$ cat src/rtl/noc_monitor_pkg.sv
// Shared definitions for the NoC link monitor: the per-link FSM state
// encoding, the bit positions of the error flags and the statistics
// counter widths.
package noc_monitor_pkg;

    // Per-link packet parser state
    typedef enum logic [1:0] {
        ST_HEADER  = 2'd0,
        ST_SIZE    = 2'd1,
        ST_PAYLOAD = 2'd2
    } link_state_t;

    // Bit positions inside a link's error vector
    localparam int ERR_STABLE  = 0;
    localparam int ERR_TIMEOUT = 1;
    localparam int ERR_SIZE    = 2;
    localparam int NUM_ERR     = 3;

    // Widths of the optional statistics counters
    localparam int FLIT_CNT_W  = 32;
    localparam int PKT_CNT_W   = 16;

endpackage

$ cat src/rtl/noc_port_monitor.sv
// Monitor for a single credit-based link: parses header/size/payload,
// flags protocol violations and, when NOC_MONITOR_STATS_EN is defined,
// keeps free-running flit and packet counters.
module noc_port_monitor
    import noc_monitor_pkg::*;
#(
    parameter int FLIT_WIDTH  = 16,
    parameter int MAX_PAYLOAD = 128,
    parameter int TIMEOUT     = 256
) (
    input  logic                  i_clock,
    input  logic                  i_reset,
    input  logic                  i_rx,
    input  logic [FLIT_WIDTH-1:0] i_data,
    input  logic                  i_credit,
    input  logic                  i_clear,
    output logic                  o_busy,
    output logic                  o_pkt_done,
`ifdef NOC_MONITOR_STATS_EN
    output logic [FLIT_CNT_W-1:0] o_flit_count,
    output logic [PKT_CNT_W-1:0]  o_pkt_count,
`endif
    output logic [NUM_ERR-1:0]    o_err
);

    localparam int WAIT_W = $clog2(TIMEOUT + 1);
    localparam logic [WAIT_W-1:0]     WAIT_MAX = WAIT_W'(TIMEOUT);
    localparam logic [FLIT_WIDTH-1:0] SIZE_MAX = FLIT_WIDTH'(MAX_PAYLOAD);

    logic w_xfer;
    logic w_stall;
    assign w_xfer  = i_rx & i_credit;
    assign w_stall = i_rx & ~i_credit;

    link_state_t           r_state;
    link_state_t           w_state_next;
    logic [FLIT_WIDTH-1:0] r_remain;
    logic [FLIT_WIDTH-1:0] w_remain_next;
    logic                  w_done_next;
    logic                  r_done;

    // Next-state logic: each state is left only on a transfer
    always_comb begin
        w_state_next  = r_state;
        w_remain_next = r_remain;
        w_done_next   = 1'b0;
        case (r_state)
            ST_HEADER: begin
                if (w_xfer) w_state_next = ST_SIZE;
            end
            ST_SIZE: begin
                if (w_xfer) begin
                    w_remain_next = i_data;
                    if (i_data != '0) begin
                        w_state_next = ST_PAYLOAD;
                    end else begin
                        w_state_next = ST_HEADER;
                        w_done_next  = 1'b1;
                    end
                end
            end
            ST_PAYLOAD: begin
                if (w_xfer) begin
                    w_remain_next = r_remain - 1'b1;
                    if (r_remain == FLIT_WIDTH'(1)) begin
                        w_state_next = ST_HEADER;
                        w_done_next  = 1'b1;
                    end
                end
            end
            default: begin
                w_state_next  = ST_HEADER;
                w_remain_next = '0;
            end
        endcase
    end

    // FSM state, remaining count and the registered completion pulse
    always_ff @(posedge i_clock) begin
        if (i_reset) begin
            r_state  <= ST_HEADER;
            r_remain <= '0;
            r_done   <= 1'b0;
        end else begin
            r_state  <= w_state_next;
            r_remain <= w_remain_next;
            r_done   <= w_done_next;
        end
    end

    logic                  r_stall_prev;
    logic [FLIT_WIDTH-1:0] r_data_prev;
    logic [WAIT_W-1:0]     r_wait;
    logic [WAIT_W-1:0]     w_wait_next;
    logic [NUM_ERR-1:0]    w_viol;
    logic [NUM_ERR-1:0]    r_err;

    // Wait counter: counts stalled cycles, saturates at TIMEOUT
    always_comb begin
        w_wait_next = '0;
        if (w_stall) begin
            w_wait_next = (r_wait == WAIT_MAX) ? r_wait : r_wait + 1'b1;
        end
    end

    // A stalled flit must be held unchanged until it is accepted
    always_comb begin
        w_viol              = '0;
        w_viol[ERR_STABLE]  = r_stall_prev & (~i_rx | (i_data != r_data_prev));
        w_viol[ERR_TIMEOUT] = w_stall & (r_wait >= WAIT_MAX - 1'b1);
        w_viol[ERR_SIZE]    = (r_state == ST_SIZE) & w_xfer & (i_data > SIZE_MAX);
    end

    // Stall history, wait counter and sticky flags; clear beats a new error
    always_ff @(posedge i_clock) begin
        if (i_reset) begin
            r_stall_prev <= 1'b0;
            r_data_prev  <= '0;
            r_wait       <= '0;
            r_err        <= '0;
        end else begin
            r_stall_prev <= w_stall;
            r_data_prev  <= i_data;
            r_wait       <= w_wait_next;
            if (i_clear) r_err <= '0;
            else         r_err <= r_err | w_viol;
        end
    end

`ifdef NOC_MONITOR_STATS_EN
    logic [FLIT_CNT_W-1:0] r_flit_count;
    logic [PKT_CNT_W-1:0]  r_pkt_count;

    // Free-running statistics, wrap naturally, untouched by clear
    always_ff @(posedge i_clock) begin
        if (i_reset) begin
            r_flit_count <= '0;
            r_pkt_count  <= '0;
        end else begin
            if (w_xfer) r_flit_count <= r_flit_count + 1'b1;
            if (r_done) r_pkt_count  <= r_pkt_count + 1'b1;
        end
    end

    assign o_flit_count = r_flit_count;
    assign o_pkt_count  = r_pkt_count;
`endif

    assign o_busy     = (r_state != ST_HEADER);
    assign o_pkt_done = r_done;
    assign o_err      = r_err;

endmodule

$ cat src/rtl/noc_link_monitor.sv
// Top level: one noc_port_monitor per monitored link. Define
// NOC_MONITOR_STATS_EN to add per-link flit_count/pkt_count outputs.
module noc_link_monitor
    import noc_monitor_pkg::*;
#(
    parameter int NPORTS      = 5,
    parameter int FLIT_WIDTH  = 16,
    parameter int MAX_PAYLOAD = 128,
    parameter int TIMEOUT     = 256
) (
    input  logic                         clock,
    input  logic                         reset,
    input  logic [NPORTS-1:0]            rx,
    input  logic [NPORTS*FLIT_WIDTH-1:0] data_in,
    input  logic [NPORTS-1:0]            credit_o,
    input  logic                         clear,
    output logic [NPORTS-1:0]            busy,
    output logic [NPORTS-1:0]            pkt_done,
`ifdef NOC_MONITOR_STATS_EN
    output logic [NPORTS*FLIT_CNT_W-1:0] flit_count,
    output logic [NPORTS*PKT_CNT_W-1:0]  pkt_count,
`endif
    output logic [NPORTS-1:0]            err_stable,
    output logic [NPORTS-1:0]            err_timeout,
    output logic [NPORTS-1:0]            err_size
);

    generate
        for (genvar gi = 0; gi < NPORTS; gi++) begin : g_link
            logic [NUM_ERR-1:0] w_err;

            noc_port_monitor #(
                .FLIT_WIDTH  (FLIT_WIDTH),
                .MAX_PAYLOAD (MAX_PAYLOAD),
                .TIMEOUT     (TIMEOUT)
            ) u_port (
                .i_clock      (clock),
                .i_reset      (reset),
                .i_rx         (rx[gi]),
                .i_data       (data_in[gi*FLIT_WIDTH +: FLIT_WIDTH]),
                .i_credit     (credit_o[gi]),
                .i_clear      (clear),
                .o_busy       (busy[gi]),
                .o_pkt_done   (pkt_done[gi]),
`ifdef NOC_MONITOR_STATS_EN
                .o_flit_count (flit_count[gi*FLIT_CNT_W +: FLIT_CNT_W]),
                .o_pkt_count  (pkt_count[gi*PKT_CNT_W +: PKT_CNT_W]),
`endif
                .o_err        (w_err)
            );

            assign err_stable[gi]  = w_err[ERR_STABLE];
            assign err_timeout[gi] = w_err[ERR_TIMEOUT];
            assign err_size[gi]    = w_err[ERR_SIZE];
        end
    endgenerate

endmodule

$ cat config.mk
export PLATFORM = sky130hd
export DESIGN_NAME = noc_link_monitor
export DESIGN_NICKNAME = d
export VERILOG_FILES = /design/src/rtl/noc_monitor_pkg.sv /design/src/rtl/noc_port_monitor.sv /design/src/rtl/noc_link_monitor.sv
export SDC_FILE = /design/constraint.sdc
export NUM_CORES = 1
export LEC_CHECK = 0
export CAP_MARGIN = 20
export CORE_UTILIZATION = 55
export DETAILED_ROUTE_END_ITERATION = 12
export DONT_BUFFER_PORTS = 1
export GPL_TIMING_DRIVEN = 0
export PLACE_DENSITY = 0.82
export SYNTH_ARGS = -nofsm -noshare
export SYNTH_HDL_FRONTEND = slang
export SYNTH_SLANG_ARGS = --single-unit
$ cat constraint.sdc
create_clock -name clock -period 2 [get_ports clock]
set_input_delay 0.4 -clock clock [delete_from_list [all_inputs] [get_ports clock]]
set_output_delay 0.4 -clock clock [all_outputs]
set_load 0.05 [all_outputs]
==> results of run 1 <==
==> logic make-up after synthesis <==
| group | Yosys count | synth area share (%) |
|---|---|---|
| compound gates | 297 | 15.3 |
| xor+xnor | 133 | 9.31 |
| fa+ha+maj | 40 | 4.00 |
| buf+inv | 148 | 5.04 |
| flops | 240 | 38.4 |
| mux | 15 | 1.20 |
| simple gates | 591 | 26.7 |
==> cell usage in the layout, fill, tap and decap left out, types with 16 or more instances in the layout <==
master / Yosys / routed
a21oi_1: 98 / 97
and3_1: 21 / 21
buf_4: 11 / 33
clkbuf_1: 55 / 34
clkbuf_16: 0 / 27
dfxtp_1: 240 / 224
dlygate4sd3_1: 0 / 43
ha_1: 40 / 31
inv_1: 70 / 67
nand2_1: 87 / 81
nand3_1: 64 / 64
nand4_1: 41 / 41
nor2_1: 71 / 67
nor2b_1: 87 / 87
nor3_1: 51 / 50
nor4_1: 39 / 34
nor4b_1: 19 / 18
o21ai_0: 58 / 58
o32ai_1: 17 / 17
or4_1: 26 / 16
xnor2_1: 100 / 100
xor2_1: 33 / 33
==> worst max-delay path, cell delays in order, from the launching register on <==
cell and delay, ns:
dfxtp_4 0.35, or4_4 0.55, or4_4 0.52, or4_1 0.42
o211ai_1 0.09
==> per-layer routing <==
layer	vias to the layer above	track usage, %
li1	5458	-
met1	5564	37.7
met2	660	50.4
met3	118	6.38
met4	0	14.5
met5	-	0
==> layout make-up <==
cell class | count | area (µm²) | area share [%]
Clock buffer | 41 | 788 | 5.34
Buffer | 65 | 419 | 2.84
Clock inverter | 5 | 50.0 | 0.339
Timing Repair Buffer | 64 | 588 | 3.98
Inverter | 71 | 268 | 1.81
Tap cell | 280 | 350 | 2.37
Multi-Input combinational cell | 1076 | 7460 | 50.6
Sequential cell | 240 | 4830 | 32.7
==> metrics by stage <==
step	cell area [µm²]	TNS [ns]
final	14800	-0.0268
after global routing	14800	-0.244
after CTS	14400	-0.0366
after detailed placement	12900	-92.63
after global placement	12900	-87.70
after floorplan	12600	-0.00638
==> state kept, by name, indices dropped and copies added, names as in the netlist <==
signal	cells
g_link.u_port.o_pkt_done	5
g_link.u_port.r_remain	80
g_link.u_port.r_stall_prev	5
g_link.u_port.r_state	10
g_link.u_port.r_wait	45
g_link.u_port.o_err	15
g_link.u_port.r_data_prev	80
==> what timing repair did <==
action,4_1_cts,5_1_grt
cloned,0,0
hold buffers,40,3
endpoints found under the setup margin,125,99
hold endpoints to repair,41,3
buffers inserted,15,6
gates resized for setup,65,74
pin swaps,9,8
==> where the power goes <==
part	switching, µW	leakage (µW)	total [µW]	internal, µW
clock	1900	0.000415	4710	2810
combinational	3740	0.00287	6240	2500
sequential	345	0.00197	5460	5120
==> how the worst max path moves through the flow <==
stage,depth (start not counted),end,slack (ns),startpoint
detailed placement,5,g_link[4].u_port.r_remain[14],-0.95,reset
global route,7,g_link[2].u_port.r_remain[14],-0.1,g_link[2].u_port.r_state[0]
global placement,5,g_link[1].u_port.r_remain[14],-0.97,reset
floorplan,5,g_link[2].u_port.r_remain[14],-0.006,g_link[2].u_port.r_remain[4]
finish,4,g_link[2].u_port.r_remain[12],-0.01,g_link[2].u_port.r_remain[3]
CTS,4,g_link[2].u_port.r_remain[14],-0.02,g_link[2].u_port.r_remain[6]
==> impl_metrics.tcl, run 1 <==
set metrics [dict create \
    max_freq_ghz 0.497 \
    drtIter0Drc 1422 \
    violations "DRC, setup timing" \
    slew_viol_final 0 \
    drc 5 \
    synthArstFlopShare_pct 0 \
    worst_slew_pin_slew_ns 1.02 \
    worst-path-max-fanout 4 \
    rr_endpoint "g_link[2].u_port.r_remain[12]" \
    std_cell_rows 54 \
    hold_viol_final 0 \
    cp.required_ns 2.46 \
    maxCapViolations 0 \
    synth_top_area_cell "dfxtp_1" \
    portBuffers 0 \
    rr_startpoint "g_link[2].u_port.r_remain[3]" \
    cts_tree "done" \
    fin_crit_ns 2.01 \
    hold_start "data_in[40]" \
    start_util_pct 56.6 \
    synth.avg_cell_area_um2 8.55 \
    grt_max_degree 13 \
    met3WireLength_mm 3.71 \
    yosysMostFrequentCell "dfxtp_1" \
    grt_pass1_vias 11300 \
    core_um2 22100 \
    synth_top_flop_cell "dfxtp_1" \
    arrival_ns 2.47 \
    synth_seq_cells 240 \
    nFillCells 1708 \
    via_per_inst 6.41 \
    synthTopCellsByArea "dfxtp_1 (38%), xnor2_1 (7.0%), nor2b_1 (4.4%), ha_1 (4.0%), a21oi_1 (3.9%)" \
    path_class "flip-flop to flip-flop" \
    overflow 0 \
    synth_area_um2 12500 \
    skew_ns 0.00702 \
    cp-start-kind "flip-flop" \
    synth_cell_types 76 \
    nets 1677 \
    utilization_pct 66.8 \
    finalSetupViolations 2 \
    hold_class "input port to flip-flop" \
    die-area_um2 23400 \
    synth_top_cell_area_share_pct 38.4 \
    worst_slack_ns -0.0136 \
    yosysWarnings 0 \
    drive_above_1_share_pct 12.0 \
    synth_edf_count 0 \
    cts_root_buffer "clkbuf_16" \
    leakagePower_uw 0.00525 \
    power_density_nw_per_um2 1110 \
    first_pass_iters 12 \
    diodes 0 \
    critPathCaptureType "flip-flop" \
    ios 118 \
    clockBufferDepth 3 \
    max_slew_margin_pct 31.9 \
    cts_buffers 26 \
    cts_sinks 240 \
    fp.dieH_um 153 \
    clkTransAtPathRegs_ns 0.06 \
    pre_cts_slack_ns -0.949 \
    holdPathStages 1 \
    status "complete, but fails checks" \
    rrSetupSlack_ns -0.01 \
    rsz0062_at_grt "yes" \
    top_layer "met4" \
    ir_drop_mv 0.616 \
    final_antenna_net_count 0 \
    clk_latency_ns 0.53 \
    timing.hold.ws_ns 0.00388 \
    grt_pass1_wl_mm 57.7 \
    antenna_found_initial 0 \
    wl_per_cell_um 20.0 \
    reg2reg_depth 4 \
    placed_cells 1744 \
    dpl.hpwl_mm 24.9 \
    synth_fp_nets 1597 \
    fin_cells 1842 \
    finalWirelength_mm 36.9 \
    ys_seq_area_share_pct 38.4 \
    place_congestion 0.998 \
    wl_met2_mm 17.2 \
    met1_length_mm 14.5 \
    area_growth_pct 18.0 \
    synthCells 1464 \
    vias 11800 \
    period_share_pct 101 \
    holdPathEnd "g_link[2].u_port.r_data_prev[8]" \
    synth_commonest_cells "dfxtp_1 (240), xnor2_1 (100), a21oi_1 (98), nand2_1 (87), nor2b_1 (87)" \
    die_x_um 153 \
    grtUsageTotal_pct 30.4 \
    total_power_uw 16400 \
    htreeDepth 1 \
]
No activity file was read; power rests on OpenSTA's default activity.
==> run 2, diff against run 1 <==
- ABC_AREA: default -> 1
==> run 2 against run 1 <==
The run now ends clean; register-to-register slack better by 0.15 ns; first-iteration DRC count is 28% lower; fmax increased by 5.7%; core utilization shrank 3.9 points; sequential share of layout area grew 0.51 points; critical path type is now flip-flop to primary output; critical endpoint is now busy[4]; highest routed layer unchanged.
==> impl_metrics.tcl, run 2 <==
set metrics [dict create \
    worst-path-max-fanout 4 \
    switching_share_pct 37.3 \
    finalSetupViolations 0 \
    skew_ns 0.0134 \
    worst_slew_pin_slew_ns 0.934 \
    p_clk_share_pct 30.5 \
    cp.buffers_inverters 3 \
    synthTopCellsByArea "dfxtp_1 (37%), nand2_1 (17%), nor2_1 (9.0%), inv_1 (7.3%), a21oi_1 (6.2%)" \
    ir_drop_mv 0.720 \
    top_layer "met4" \
    period_share_pct 95.2 \
    synthCells 2025 \
    area_growth_pct 10.8 \
    cts_root_buffer "clkbuf_16" \
    power_density_nw_per_um2 1100 \
    grt_max_degree 14 \
    vias 12600 \
    regArea_um2 4800 \
    synth_top_flop_cell "dfxtp_1" \
    yosysWarnings 0 \
    grt_pass1_vias 11500 \
    wl_met2_mm 15.7 \
    arrival_ns 1.50 \
    slew_viol_final 0 \
    ios 118 \
    grt_pass1_wl_mm 54.2 \
    critical_path.cell_chain "inv_1, ha_1, inv_1, buf_4" \
    portBuffers 0 \
    finalWirelength_mm 33.3 \
    final_antenna_net_count 0 \
    synth_top_area_cell "dfxtp_1" \
    critical_path.most_common_cell "inv_1" \
    dpl.hpwl_mm 24.6 \
    cp-start-kind "flip-flop" \
    multi_input_area_um2 6860 \
    post-route-cell-area_um2 14500 \
    clkTransAtPathRegs_ns 0.06 \
    drc 0 \
    wl_per_cell_um 13.9 \
    rrSetupSlack_ns 0.14 \
    crit_end "busy[4]" \
    drtIter0Drc 1029 \
    fp.dieH_um 156 \
    crit_start "g_link[4].u_port.r_state[1]" \
    synth_cell_types 34 \
    start_util_pct 56.8 \
    max_slew_margin_pct 37.7 \
    synth_commonest_cells "nand2_1 (587), nor2_1 (312), inv_1 (254), dfxtp_1 (240), a21oi_1 (161)" \
    slowest_stage "dfxtp_1" \
    utilization_pct 62.9 \
    cpLargestDelayFamily "flip-flops" \
    core_um2 23000 \
    maxCapViolations 0 \
    nFillCells 2097 \
    clockBufferDepth 3 \
    hold_class "input port to flip-flop" \
    synthArstFlopShare_pct 0 \
    diodes 0 \
    critPathCaptureType "primary output" \
    max_freq_ghz 0.525 \
    cts_tree "done" \
    htreeDepth 1 \
    power.internal_uw 9950 \
    status "finished, final reports clean" \
    fin_crit_ns 1.90 \
    place_area_um2 13400 \
    cp_num_cells 4 \
    yosysMostFrequentCell "nand2_1" \
    reg2reg_depth 10 \
    synth.avg_cell_area_um2 6.44 \
    antenna_found_initial 0 \
    die_x_um 156 \
    layout_commonest_cell "nand2_1" \
    crit_path_max_incr_delay_ns 0.38 \
    nets 2200 \
    cp.required_ns 1.60 \
    first_pass_iters 5 \
    met3WireLength_mm 2.09 \
    via_per_inst 5.24 \
    holdPathStages 2 \
    timing.hold.ws_ns 0.0182 \
    met1_length_mm 14.6 \
    clk_latency_ns 0.53 \
    pwr-share-comb_pct 35.8 \
    synth_fp_nets 2158 \
    drive_above_1_share_pct 5.03 \
    final_cell_mix "nand2_1 (587), nor2_1 (312), inv_1 (254)" \
    path_class "flip-flop to primary output" \
    die-area_um2 24300 \
    ys_seq_area_share_pct 36.8 \
    synth_top_cell_area_share_pct 36.8 \
    synth_seq_cells 240 \
    reg_top3 "g_link.u_port.r_data_prev x80, g_link.u_port.r_remain x80, g_link.u_port.r_wait x45" \
    synth_edf_count 0 \
    overflow 0 \
    rr_startpoint "g_link[3].u_port.r_state[0]" \
    cts_sinks 240 \
    place_congestion 0.901 \
    std_cell_rows 55 \
    synth_area_um2 13000 \
    grtUsageTotal_pct 27.1 \
    rr_endpoint "g_link[3].u_port.r_remain[14]" \
    leakagePower_uw 0.00637 \
    p_seq_share_pct 33.7 \
    cts_buffers 26 \
    hold_viol_final 0 \
    setup_tns_ns 0 \
    p_sw_uw 5920 \
]
run 2: kinds of logic (layout without fill, tap and decap cells):
logic type,count (synthesis),count (layout),synth area share [%]
flops,240,240,36.8
simple gates,1106,1106,34.9
compound gates,281,281,11.5
fa+ha+maj,40,40,3.84
xor+xnor,34,34,2.28
buf+inv,324,386,10.7
run 2: worst min path at each step:
stage                             startpoint                          endpoint  slack (ns)
3_3_place_gp   g_link[2].u_port.r_stall_prev         g_link[2].u_port.o_err[0]        0.44
6_report                         data_in[76]  g_link[4].u_port.r_data_prev[12]        0.02
4_1_cts                          data_in[76]  g_link[4].u_port.r_data_prev[12]       0.004
5_1_grt                          data_in[76]  g_link[4].u_port.r_data_prev[12]        0.01
2_1_floorplan  g_link[0].u_port.r_stall_prev         g_link[0].u_port.o_err[0]        0.42
3_5_place_dp   g_link[2].u_port.r_stall_prev         g_link[2].u_port.o_err[0]        0.44
run 2: routing by layer:
layer,global-route usage (%),vias to the layer above
li1,-,6454
met1,34.8,5734
met2,46.6,333
met3,4.08,55
met4,8.17,0
met5,0,-
run 2: layout make-up:
class	instances	area share (%)
Buffer	59	2.66
Clock buffer	40	5.57
Clock inverter	8	0.467
Inverter	265	6.99
Multi-Input combinational cell	1461	47.4
Sequential cell	240	33.2
Tap cell	313	2.71
Timing Repair Buffer	14	0.935
run 2: timing repair:
item,CTS,global route
hold buffers,12,0
resized for setup,0,3
hold endpoints to repair,12,0
setup endpoints to repair,0,16
setup buffers,0,2
run 2: metrics by stage:
step / std cells / power [µW] / setup slack (ns)
2_1_floorplan: 2025 / 9900 / 0.392
3_3_place_gp: 2338 / 10800 / -0.318
3_5_place_dp: 2338 / 11000 / -0.347
4_1_cts: 2398 / 15800 / 0.0990
5_1_grt: 2400 / 16900 / -0.00901
6_report: 2400 / 15900 / 0.0954
run 2: worst register-to-register path, stage by stage, from the launching register on:
cell	delay, ns
dfxtp_1	0.35
inv_1	0.08
ha_1	0.30
inv_2	0.13
a21oi_2	0.07
or2_1	0.22
buf_6	0.15
nor2_8	0.14
buf_8	0.16
nand2_1	0.06
a21oi_1	0.12
run 2: power groups by stage:
stage          sequential [µW]  clock, µW  combinational (µW)
2_1_floorplan             5380          0                4510
3_3_place_gp              5430          0                5380
3_5_place_dp              5440          0                5520
4_1_cts                   5340       4910                5580
5_1_grt                   5380       5120                6370
6_report                  5350       4850                5680
